===== src/rtl/sdr_test_pkg.sv =====
// Shared types and constants for the sdr_as_ram write/read-back checker.
package sdr_test_pkg;

  typedef enum logic [2:0] {
    ST_IDLE      = 3'd0,
    ST_WAIT_INIT = 3'd1,
    ST_WRITE     = 3'd2,
    ST_READ      = 3'd3,
    ST_DRAIN     = 3'd4,
    ST_DONE      = 3'd5
  } state_e;

  typedef enum logic [1:0] {
    PAT_ADDR  = 2'd0,
    PAT_LFSR  = 2'd1,
    PAT_WALK  = 2'd2,
    PAT_NADDR = 2'd3
  } pat_mode_e;

  // Galois mask for x^32+x^22+x^2+x+1 (right-shifting form)
  localparam logic [31:0] LFSR_POLY = 32'h8020_0003;
  localparam int unsigned ERR_W     = 16;

  function automatic logic [31:0] lfsr_next(input logic [31:0] s);
    return (s >> 1) ^ (s[0] ? LFSR_POLY : 32'h0);
  endfunction

endpackage


===== src/rtl/sdr_pattern_gen.sv =====
// Produces the data word for a given address offset in the selected pattern mode.
module sdr_pattern_gen
  import sdr_test_pkg::*;
#(
  parameter int unsigned DATA_WIDTH = 32,
  parameter int unsigned ADDR_WIDTH = 21,
  parameter int unsigned ADDR_BASE  = 0,
  parameter logic [31:0] LFSR_SEED  = 32'hACE1_2468
) (
  input  logic                  clk,
  input  logic                  rst_n,
  input  logic                  reload,
  input  logic                  step,
  input  pat_mode_e             mode,
  input  logic [ADDR_WIDTH-1:0] offset,
  output logic [DATA_WIDTH-1:0] word_c
);

  logic [31:0]           lfsr_q;
  logic [ADDR_WIDTH-1:0] addr;
  logic [DATA_WIDTH-1:0] rep;

  assign addr = ADDR_WIDTH'(ADDR_BASE) + offset;

  // LFSR word is replicated / truncated to the data width
  for (genvar i = 0; i < DATA_WIDTH; i++) begin : g_rep
    assign rep[i] = lfsr_q[i % 32];
  end

  always_ff @(posedge clk or negedge rst_n) begin
    if (!rst_n) begin
      lfsr_q <= LFSR_SEED;
    end else if (reload) begin
      lfsr_q <= LFSR_SEED;
    end else if (step) begin
      lfsr_q <= lfsr_next(lfsr_q);
    end
  end

  always_comb begin
    word_c = '0;
    unique case (mode)
      PAT_ADDR:  word_c = DATA_WIDTH'(addr);
      PAT_LFSR:  word_c = rep;
      PAT_WALK:  word_c = DATA_WIDTH'(1) << (32'(offset) % DATA_WIDTH);
      PAT_NADDR: word_c = ~DATA_WIDTH'(addr);
      default:   word_c = '0;
    endcase
  end

endmodule


===== config.mk =====
export PLATFORM = sky130hd
export DESIGN_NAME = sdr_pattern_gen
export DESIGN_NICKNAME = d
export VERILOG_FILES = /design/src/rtl/sdr_test_pkg.sv /design/src/rtl/sdr_pattern_gen.sv
export SDC_FILE = /design/constraint.sdc
export NUM_CORES = 1
export LEC_CHECK = 0
export CAP_MARGIN = 20
export CORE_MARGIN = 5
export CORE_UTILIZATION = 60
export CTS_BUF_LIST = sky130_fd_sc_hd__clkbuf_4 sky130_fd_sc_hd__clkbuf_8
export DETAILED_ROUTE_END_ITERATION = 12
export DONT_BUFFER_PORTS = 1
export GPL_ROUTABILITY_DRIVEN = 0
export GPL_TIMING_DRIVEN = 0
export PLACE_DENSITY = 0.74
export SKIP_CTS_REPAIR_TIMING = 1
export SYNTH_ARGS = -nofsm -noshare
export SYNTH_HDL_FRONTEND = slang
export SYNTH_SLANG_ARGS = --single-unit

===== constraint.sdc =====
create_clock -name clk -period 3.1 [get_ports clk]
set_input_delay 0.155 -clock clk [delete_from_list [all_inputs] [get_ports clk]]
set_output_delay 0.155 -clock clk [all_outputs]
set_load 0.005 [all_outputs]

==> flow_summary.toml, run 1 <==
[global_routing]
maximum_number_of_pins_on_one_net_before_global_route_repair = 33
grt_antenna_before_repair = 0
grt_use_total_pct = 26.78
number_of_global_route_vias_before_repair = 2057
grt_pass1_wl_um = 10920
gr-total-overflow = 0

[yosys]
yosysSeqAreaShare_pct = 36.08
ys_ff_latch = 32
synthCells = 253
post_synth_num_cell_types = 33
yosys.area_share.xor_xnor_pct = 1.160
synth_adder_area_share_pct = 0
yosys-mux-area-fraction_pct = 7.956
synth_async_sr_flop_share_pct = 100.0
syn-cell-area_mm2 = 0.002265
largest_family_of_logic_cells_by_synthesized_area = "compound AO/OA/AOI/OAI gates"
synth-compound-area-share_pct = 25.75
synthesis.area_per_instance_um2 = 8.951
postSynthNetCount = 280
post_synthesis_share_of_cell_area_spent_on_and_or_nand_and_nor_gates_pct = 22.10
synth.yosys.warnings = 0
ys.flop_type = "sky130_fd_sc_hd__dfrtp_1"
synth-edff-count = 0

[die]
initial_utilization_pct = 61.86
placeableCoreArea_mm2 = 0.003661
dieHeight_um = 71.44
num_rows = 22
floorplan.die_area_mm2 = 0.005103
die_x_um = 71.44
boundaryPins = 59

[setup_path]
critical_path.startpoint = "lfsr_q[0]"
criticalPathCategory = "flop to output port"
worst-r2r-setup-slack_ps = 1900
timing.critical_path.to_type = "output port"
worst-path-max-fanout = 6
worst_ep_arrival_time_ps = 1460
crit_required_ps = 2940
crit_path_start_kind = "flop"
critical_path.reg2reg.startpoint = "lfsr_q[0]"

[worst_hold_path]
hp-class = "input pin to flop"
worstHoldStart = "reload"

[flow_run]
cap_viol_max_count = 0

[finish]
mostFrequentLayoutCells = "40 x sky130_fd_sc_hd__o21ai_0, 26 x sky130_fd_sc_hd__nor2_1, 23 x sky130_fd_sc_hd__nand2_1"
n_antenna_cell = 0
largestRegisters = "lfsr_q x32"
layout.filler_cells = 326
flip_flop_count_of_the_largest_register_after_layout = 32
area.growth.synth_to_final_pct = 8.729
nets = 290
post_route_cells_drive_above_1_share_pct = 18.56
final_core_util_pct = 67.26
layoutNonFillerInstCount = 312
largest-register = "lfsr_q"
mostFrequentLayoutCell = "sky130_fd_sc_hd__o21ai_0"

[clock_network]
cts_num_sinks = 32
cts_max_level = 2
clock_insertion_delay_worst_skew_ps = 280
cts.path.max_buffers = 2
numCtsBuffers = 5
clkTransAtPathRegs_ps = 70
clock_tree_from_tritoncts = "yes"
clk_root_buffer_cell = "sky130_fd_sc_hd__clkbuf_8"

[route]
detailroute.via_count = 2080
drt_iter0_drc = 109
vias_per_cell = 6.667
firstDrtPassIters = 5
routed_wirelength_um = 6438
route.antenna.remaining_nets = 0
remaining_drc_errors = 0
avgRoutedWirePerCell_um = 20.63

[pwr]
p_sw_share_pct = 28.89
clkPwrFrac_pct = 33.2
irDropWorstVdd_uv = 390.2
power_leakage_nw = 1.015
power.switching_uw = 302.6
comb_power_share_pct = 21.3
seq_power_share_pct = 45.6
internal_power_uw = 745.0
cellPowerDensity_mw_per_mm2 = 425.4
fin_total_pwr_mw = 1.048

[sta]
tightestPinTransition_ps = 531.7
finalCriticalPeriod_ps = 1612
fin_skew_ps = 2.465
achievable-frequency_mhz = 620.2
hold_viol_final = 0
grt_setup_unrepaired = "no"
max-slew-margin-rel_pct = 64.56
timing_max_transition_violations_final = 0
count_of_endpoints_failing_setup_in_the_final_report = 0
final.setup.tns_ps = 0
final.period_utilization_pct = 52.01
postLayoutSetupSlackWorst_ps = 1488

[placement]
placement.io_buffers = 0
post-place-cells = 301
dp_worst_setup_slack_ps = 1793
place_hpwl_um = 4497

[outcome]
outcome = "complete, no violations"
-- stage by stage --
step / hold slack (ps) / area [um2]
after detailed placement: -139.8 / 2325
after floorplan: -140.6 / 2265
after global routing: 307.3 / 2462
after global placement: -139.9 / 2325
after CTS: -439.5 / 2422
final: 282.6 / 2462
-- cells in the mapped netlist, types with 6 or more instances --
cell type                  count  area [um2]
sky130_fd_sc_hd__nor2b_1      16       100.1
sky130_fd_sc_hd__mux2i_1      18       180.2
sky130_fd_sc_hd__a221oi_1      8       70.07
sky130_fd_sc_hd__dfstp_2      13       341.6
sky130_fd_sc_hd__dfrtp_1      19       475.5
sky130_fd_sc_hd__o221ai_1     13       113.9
sky130_fd_sc_hd__o21ai_0      40       200.2
sky130_fd_sc_hd__nand2_1      23       86.33
sky130_fd_sc_hd__clkbuf_1      7       26.28
sky130_fd_sc_hd__nor2_1       26       97.59
sky130_fd_sc_hd__buf_2         8       40.04
sky130_fd_sc_hd__a211o_1      12       105.1
sky130_fd_sc_hd__buf_6         6       67.56
-- final cells by class --
| type | instances | area, um2 | area share (%) |
|---|---|---|---|
| well taps | 48 | 60.06 | 2.439 |
| inverters | 1 | 3.754 | 0.1524 |
| clock buffers | 8 | 97.59 | 3.963 |
| plain buffers | 24 | 153.9 | 6.250 |
| repair buffers | 3 | 40.04 | 1.626 |
| flip-flops and latches | 32 | 817.0 | 33.18 |
| multi-input cells | 196 | 1290 | 52.39 |
-- final timing paths --
kind                              endpoint  cells after the start
max in group asynchronous       lfsr_q[22]                      2
worst min-delay path             lfsr_q[0]                      2
worst max register to register  lfsr_q[21]                      4
min in group asynchronous        lfsr_q[8]                      2
worst min register to register  lfsr_q[27]                      1
worst max-delay path             word_c[0]                      3
-- critical path: stages, from the launching register on --
cell and delay [ps]:
sky130_fd_sc_hd__dfrtp_1 320, sky130_fd_sc_hd__clkbuf_1 300, sky130_fd_sc_hd__o221ai_1 190, sky130_fd_sc_hd__a221oi_1 360
-- per-layer routing --
layer	GRT usage [%]	vias to the layer above	routed length [um]
met5	0	-	0
met1	38.42	1024	2761
met2	41.02	94	2978
met4	5.846	0	71
li1	-	955	-
met3	6.592	7	627
-- logic make-up after synthesis --
family / after synthesis
compound gates: 85
xor+xnor: 3
buf+inv: 25
flops: 32
mux: 18
simple gates: 90
-- power groups by stage --
| stage | logic [mW] | registers (mW) | clock network [mW] |
|---|---|---|---|
| 3_5_place_dp | 0.208 | 0.484 | 0 |
| 3_3_place_gp | 0.203 | 0.483 | 0 |
| 2_1_floorplan | 0.167 | 0.475 | 0 |
| 5_1_grt | 0.248 | 0.481 | 0.374 |
| 4_1_cts | 0.209 | 0.477 | 0.351 |
| 6_report | 0.223 | 0.477 | 0.348 |
Note: power is estimated with default switching activity, not from simulation.
==> run 2: changes to the inputs <==
PLACE_DENSITY = 0.77   (was 0.74)
clock period = 1.4 ns   (was 3.1 ns; I/O delays follow)
==> flow_summary.toml, run 2 (same netlist as run 1, synthesis figures left out) <==
[sta]
final.period_utilization_pct = 96.71
timing_max_transition_violations_final = 0
hold_ws_ps = 192.9
count_of_endpoints_failing_setup_in_the_final_report = 0
max-slew-margin-rel_pct = 63.64
final.setup.tns_ps = 0
tightestPinTransition_ps = 545.4
hold_viol_final = 0
achievable-frequency_mhz = 738.6
postLayoutSetupSlackWorst_ps = 46.00
fin_skew_ps = 6.599
finalCriticalPeriod_ps = 1354

[clock_network]
clock_insertion_delay_worst_skew_ps = 290
clk_root_buffer_cell = "sky130_fd_sc_hd__clkbuf_8"
numCtsBuffers = 5
clkTransAtPathRegs_ps = 70
clock_tree_from_tritoncts = "yes"
cts.path.max_buffers = 2
cts_num_sinks = 32
cts_max_level = 2

[placement]
dp_worst_setup_slack_ps = 163.5
placement.io_buffers = 0
post-place-cells = 301
place_hpwl_um = 4454

[global_routing]
number_of_global_route_vias_before_repair = 1958
gr-total-overflow = 0
grt_use_total_pct = 26.52
grt_antenna_before_repair = 0
grt_pass1_wl_um = 10540
maximum_number_of_pins_on_one_net_before_global_route_repair = 33

[setup_path]
crit_path_start_kind = "flop"
criticalPathCategory = "flop to output port"
worst_ep_arrival_time_ps = 1280
worst-path-max-fanout = 4
crit_required_ps = 1330
timing.critical_path.to_type = "output port"
worst_r2r_path_depth = 3

[die]
dieHeight_um = 71.44
boundaryPins = 59
die_x_um = 71.44
num_rows = 22
floorplan.die_area_mm2 = 0.005103
placeableCoreArea_mm2 = 0.003661
initial_utilization_pct = 61.86

[finish]
mostFrequentLayoutCell = "sky130_fd_sc_hd__o21ai_0"
final-seq-area_um2 = 818.3
layoutNonFillerInstCount = 311
post_route_cells_drive_above_1_share_pct = 19.77
flip_flop_count_of_the_largest_register_after_layout = 32
nets = 289
multiInputGateArea_mm2 = 0.001303
mostFrequentLayoutCells = "40 x sky130_fd_sc_hd__o21ai_0, 26 x sky130_fd_sc_hd__nor2_1, 23 x sky130_fd_sc_hd__nand2_1"
largestRegisters = "lfsr_q x32"
largest-register = "lfsr_q"
layout.filler_cells = 300
n_antenna_cell = 0
area.growth.synth_to_final_pct = 9.171
final_core_util_pct = 67.53

[route]
remaining_drc_errors = 0
avgRoutedWirePerCell_um = 20.84
vias_per_cell = 6.624
drt_iter0_drc = 196
firstDrtPassIters = 4
route.antenna.remaining_nets = 0
detailroute.via_count = 2060
routed_wirelength_um = 6481

[pwr]
irDropWorstVdd_uv = 822.1
clkPwrFrac_pct = 33.0
internal_power_mw = 1.652
seq_power_share_pct = 45.7
p_sw_share_pct = 28.92
cellPowerDensity_mw_per_mm2 = 939.8
power.switching_uw = 672.1
comb_power_share_pct = 21.3
power_leakage_nw = 1.014

[flow_run]
cap_viol_max_count = 0

[worst_hold_path]
min_path_cells = 2
hp-class = "input pin to flop"

[outcome]
outcome = "complete, no violations"
==> run 2: changes by cell type in the layout (fill, tap and decap cells not counted) <==
cell	change
sky130_fd_sc_hd__clkbuf_1	-1
sky130_fd_sc_hd__a221oi_1	-2
sky130_fd_sc_hd__dfrtp_1	-1
sky130_fd_sc_hd__dfrtp_2	+1
sky130_fd_sc_hd__a221oi_2	+2
==> run 2: power groups by stage <==
stage                     registers (mW)  logic, mW  clock network (mW)
after global routing                1.07      0.548               0.829
after global placement              1.07      0.449                   0
after floorplan                     1.05      0.369                   0
after CTS                           1.06      0.463               0.780
final                               1.06      0.495               0.766
after detailed placement            1.07      0.458                   0
==> run 2: cell type report <==
type | count | share of cell area, %
multi-input combinational | 196 | 52.68
buffer | 23 | 6.073
sequential | 32 | 33.10
clock buffer | 8 | 3.947
inverter | 1 | 0.1518
timing repair buffer | 3 | 1.619
tap | 48 | 2.429
==> run 2: worst max-delay path: stages (launching register included) <==
cell and delay (ps):
sky130_fd_sc_hd__dfstp_2 570, sky130_fd_sc_hd__o221ai_1 160, sky130_fd_sc_hd__a221oi_2 270
==> run 2: final timing paths <==
kind,from,endpoint,slack (ps)
max,lfsr_q[5],word_c[5],50
min,reload,lfsr_q[2],190
max reg2reg,lfsr_q[22],lfsr_q[21],320
min reg2reg,lfsr_q[30],lfsr_q[29],520
max in group asynchronous,rst_n,lfsr_q[23],910
min in group asynchronous,rst_n,lfsr_q[4],240
==> run 2: layer usage <==
metal / GRT usage, % / wire length (um) / up-vias
met5: 0 / 0 / -
met3: 7.714 / 731 / 12
met4: 8.351 / 103 / 0
li1: - / - / 955
met1: 37.89 / 2696 / 997
met2: 38.67 / 2950 / 96
==> run 2: per-stage QoR <==
stage,cell area (um2),power [mW]
detailed placement,2325,1.528
CTS,2422,2.298
global placement,2325,1.519
global route,2472,2.446
finish,2472,2.324
floorplan,2265,1.422
==> run 3: changes to the inputs <==
PLACE_DENSITY = 0.82   (was 0.77)
==> flow_summary.toml, run 3 (same netlist as run 1, synthesis figures left out) <==
[die]
placeableCoreArea_mm2 = 0.003661
dieHeight_um = 71.44
initial_utilization_pct = 61.86
boundaryPins = 59
die_x_um = 71.44
floorplan.die_area_mm2 = 0.005103
num_rows = 22

[sta]
grt_setup_unrepaired = "no"
postLayoutSetupSlackWorst_ps = 50.79
final.setup.tns_ps = 0
hold_viol_final = 0
tightestPinTransition_ps = 534.1
finalCriticalPeriod_ps = 1349
hold_ws_ps = 190.4
timing_max_transition_violations_final = 0
fin_skew_ps = 8.873
final.period_utilization_pct = 96.37
achievable-frequency_mhz = 741.2
count_of_endpoints_failing_setup_in_the_final_report = 0
max-slew-margin-rel_pct = 64.39

[setup_path]
criticalPathCategory = "flop to output port"
worst_ep_arrival_time_ps = 1280
crit_required_ps = 1330
worst-path-max-fanout = 3
timing.critical_path.to_type = "output port"
critical_path.reg2reg.startpoint = "lfsr_q[22]"
worst_r2r_path_depth = 3
crit_path_start_kind = "flop"
worst-r2r-setup-slack_ps = 320
worst_r2r_endpoint = "lfsr_q[21]"

[clock_network]
clock_insertion_delay_worst_skew_ps = 290
cts_num_sinks = 32
cts.path.max_buffers = 2
clock_tree_from_tritoncts = "yes"
cts_max_level = 2
clkTransAtPathRegs_ps = 70
clk_root_buffer_cell = "sky130_fd_sc_hd__clkbuf_8"
numCtsBuffers = 5

[global_routing]
number_of_global_route_vias_before_repair = 1994
maximum_number_of_pins_on_one_net_before_global_route_repair = 33
gr-total-overflow = 0
grt_pass1_wl_um = 10330
grt_antenna_before_repair = 0
grt_use_total_pct = 25.98

[route]
dr_wl_met2_um = 3010
route.antenna.remaining_nets = 0
drt_iter0_drc = 219
firstDrtPassIters = 4
met3_wirelength_um = 817
routed_wirelength_um = 6688
dr.max_layer_used = "met4"
detailroute.via_count = 2192
remaining_drc_errors = 0
routedLengthMet1_um = 2715
vias_per_cell = 7.003
avgRoutedWirePerCell_um = 21.37

[placement]
postPlaceCellArea_mm2 = 0.002325
dp_worst_setup_slack_ps = 154.1
place_hpwl_um = 4557
post-place-cells = 301
placement.io_buffers = 0

[finish]
largest-register = "lfsr_q"
layout.filler_cells = 295
post_route_cells_drive_above_1_share_pct = 21.51
mostFrequentLayoutCells = "38 x sky130_fd_sc_hd__o21ai_0, 26 x sky130_fd_sc_hd__nor2_1, 23 x sky130_fd_sc_hd__nand2_1"
postLayoutCellArea_mm2 = 0.002501
nets = 291
n_antenna_cell = 0
area.growth.synth_to_final_pct = 10.44
largestRegisters = "lfsr_q x32"
mostFrequentLayoutCell = "sky130_fd_sc_hd__o21ai_0"
final_core_util_pct = 68.32
flip_flop_count_of_the_largest_register_after_layout = 32
layoutNonFillerInstCount = 313

[pwr]
irDropWorstVdd_uv = 722.1
cellPowerDensity_mw_per_mm2 = 924.3
fin_total_pwr_mw = 2.312
power_leakage_nw = 1.023

[worst_hold_path]
min_path_cells = 2
worstHoldStart = "reload"
min_to = "lfsr_q[8]"
hp-class = "input pin to flop"

[flow_run]
cap_viol_max_count = 0

[outcome]
outcome = "complete, no violations"
==> run 3: per-layer routing <==
layer / up-vias / global-route usage, %
li1: 962 / -
met1: 1090 / 34.10
met2: 122 / 37.55
met3: 18 / 10.66
met4: 0 / 11.27
met5: - / 0
==> run 3: cell type report <==
cell class	count	area, um2	share of cell area, %
Multi-Input combinational cell	196	1321	52.83
Tap cell	48	60.06	2.401
Clock inverter	2	10.01	0.4002
Clock buffer	6	82.58	3.302
Inverter	1	3.754	0.1501
Sequential cell	32	818.3	32.72
Timing Repair Buffer	5	55.05	2.201
Buffer	23	150.1	6.003
==> run 3: critical path: stages (launching register included) <==
cell,delay [ps]
sky130_fd_sc_hd__dfstp_2,570
sky130_fd_sc_hd__o221ai_2,120
sky130_fd_sc_hd__a221oi_2,290
==> run 3: how the worst max path moves through the flow <==
stage | start | end | cells past startpoint
final | lfsr_q[5] | word_c[5] | 2
after CTS | lfsr_q[0] | word_c[0] | 3
after floorplan | lfsr_q[0] | lfsr_q[21] | 4
after detailed placement | lfsr_q[0] | word_c[0] | 3
after global placement | lfsr_q[0] | word_c[0] | 3
after global routing | lfsr_q[5] | word_c[5] | 2
==> run 3: power breakdown <==
part / internal [mW] / switching (mW)
combinational: 0.214 / 0.302
sequential: 1.01 / 0.0550
clock: 0.392 / 0.343
total: 1.61 / 0.700
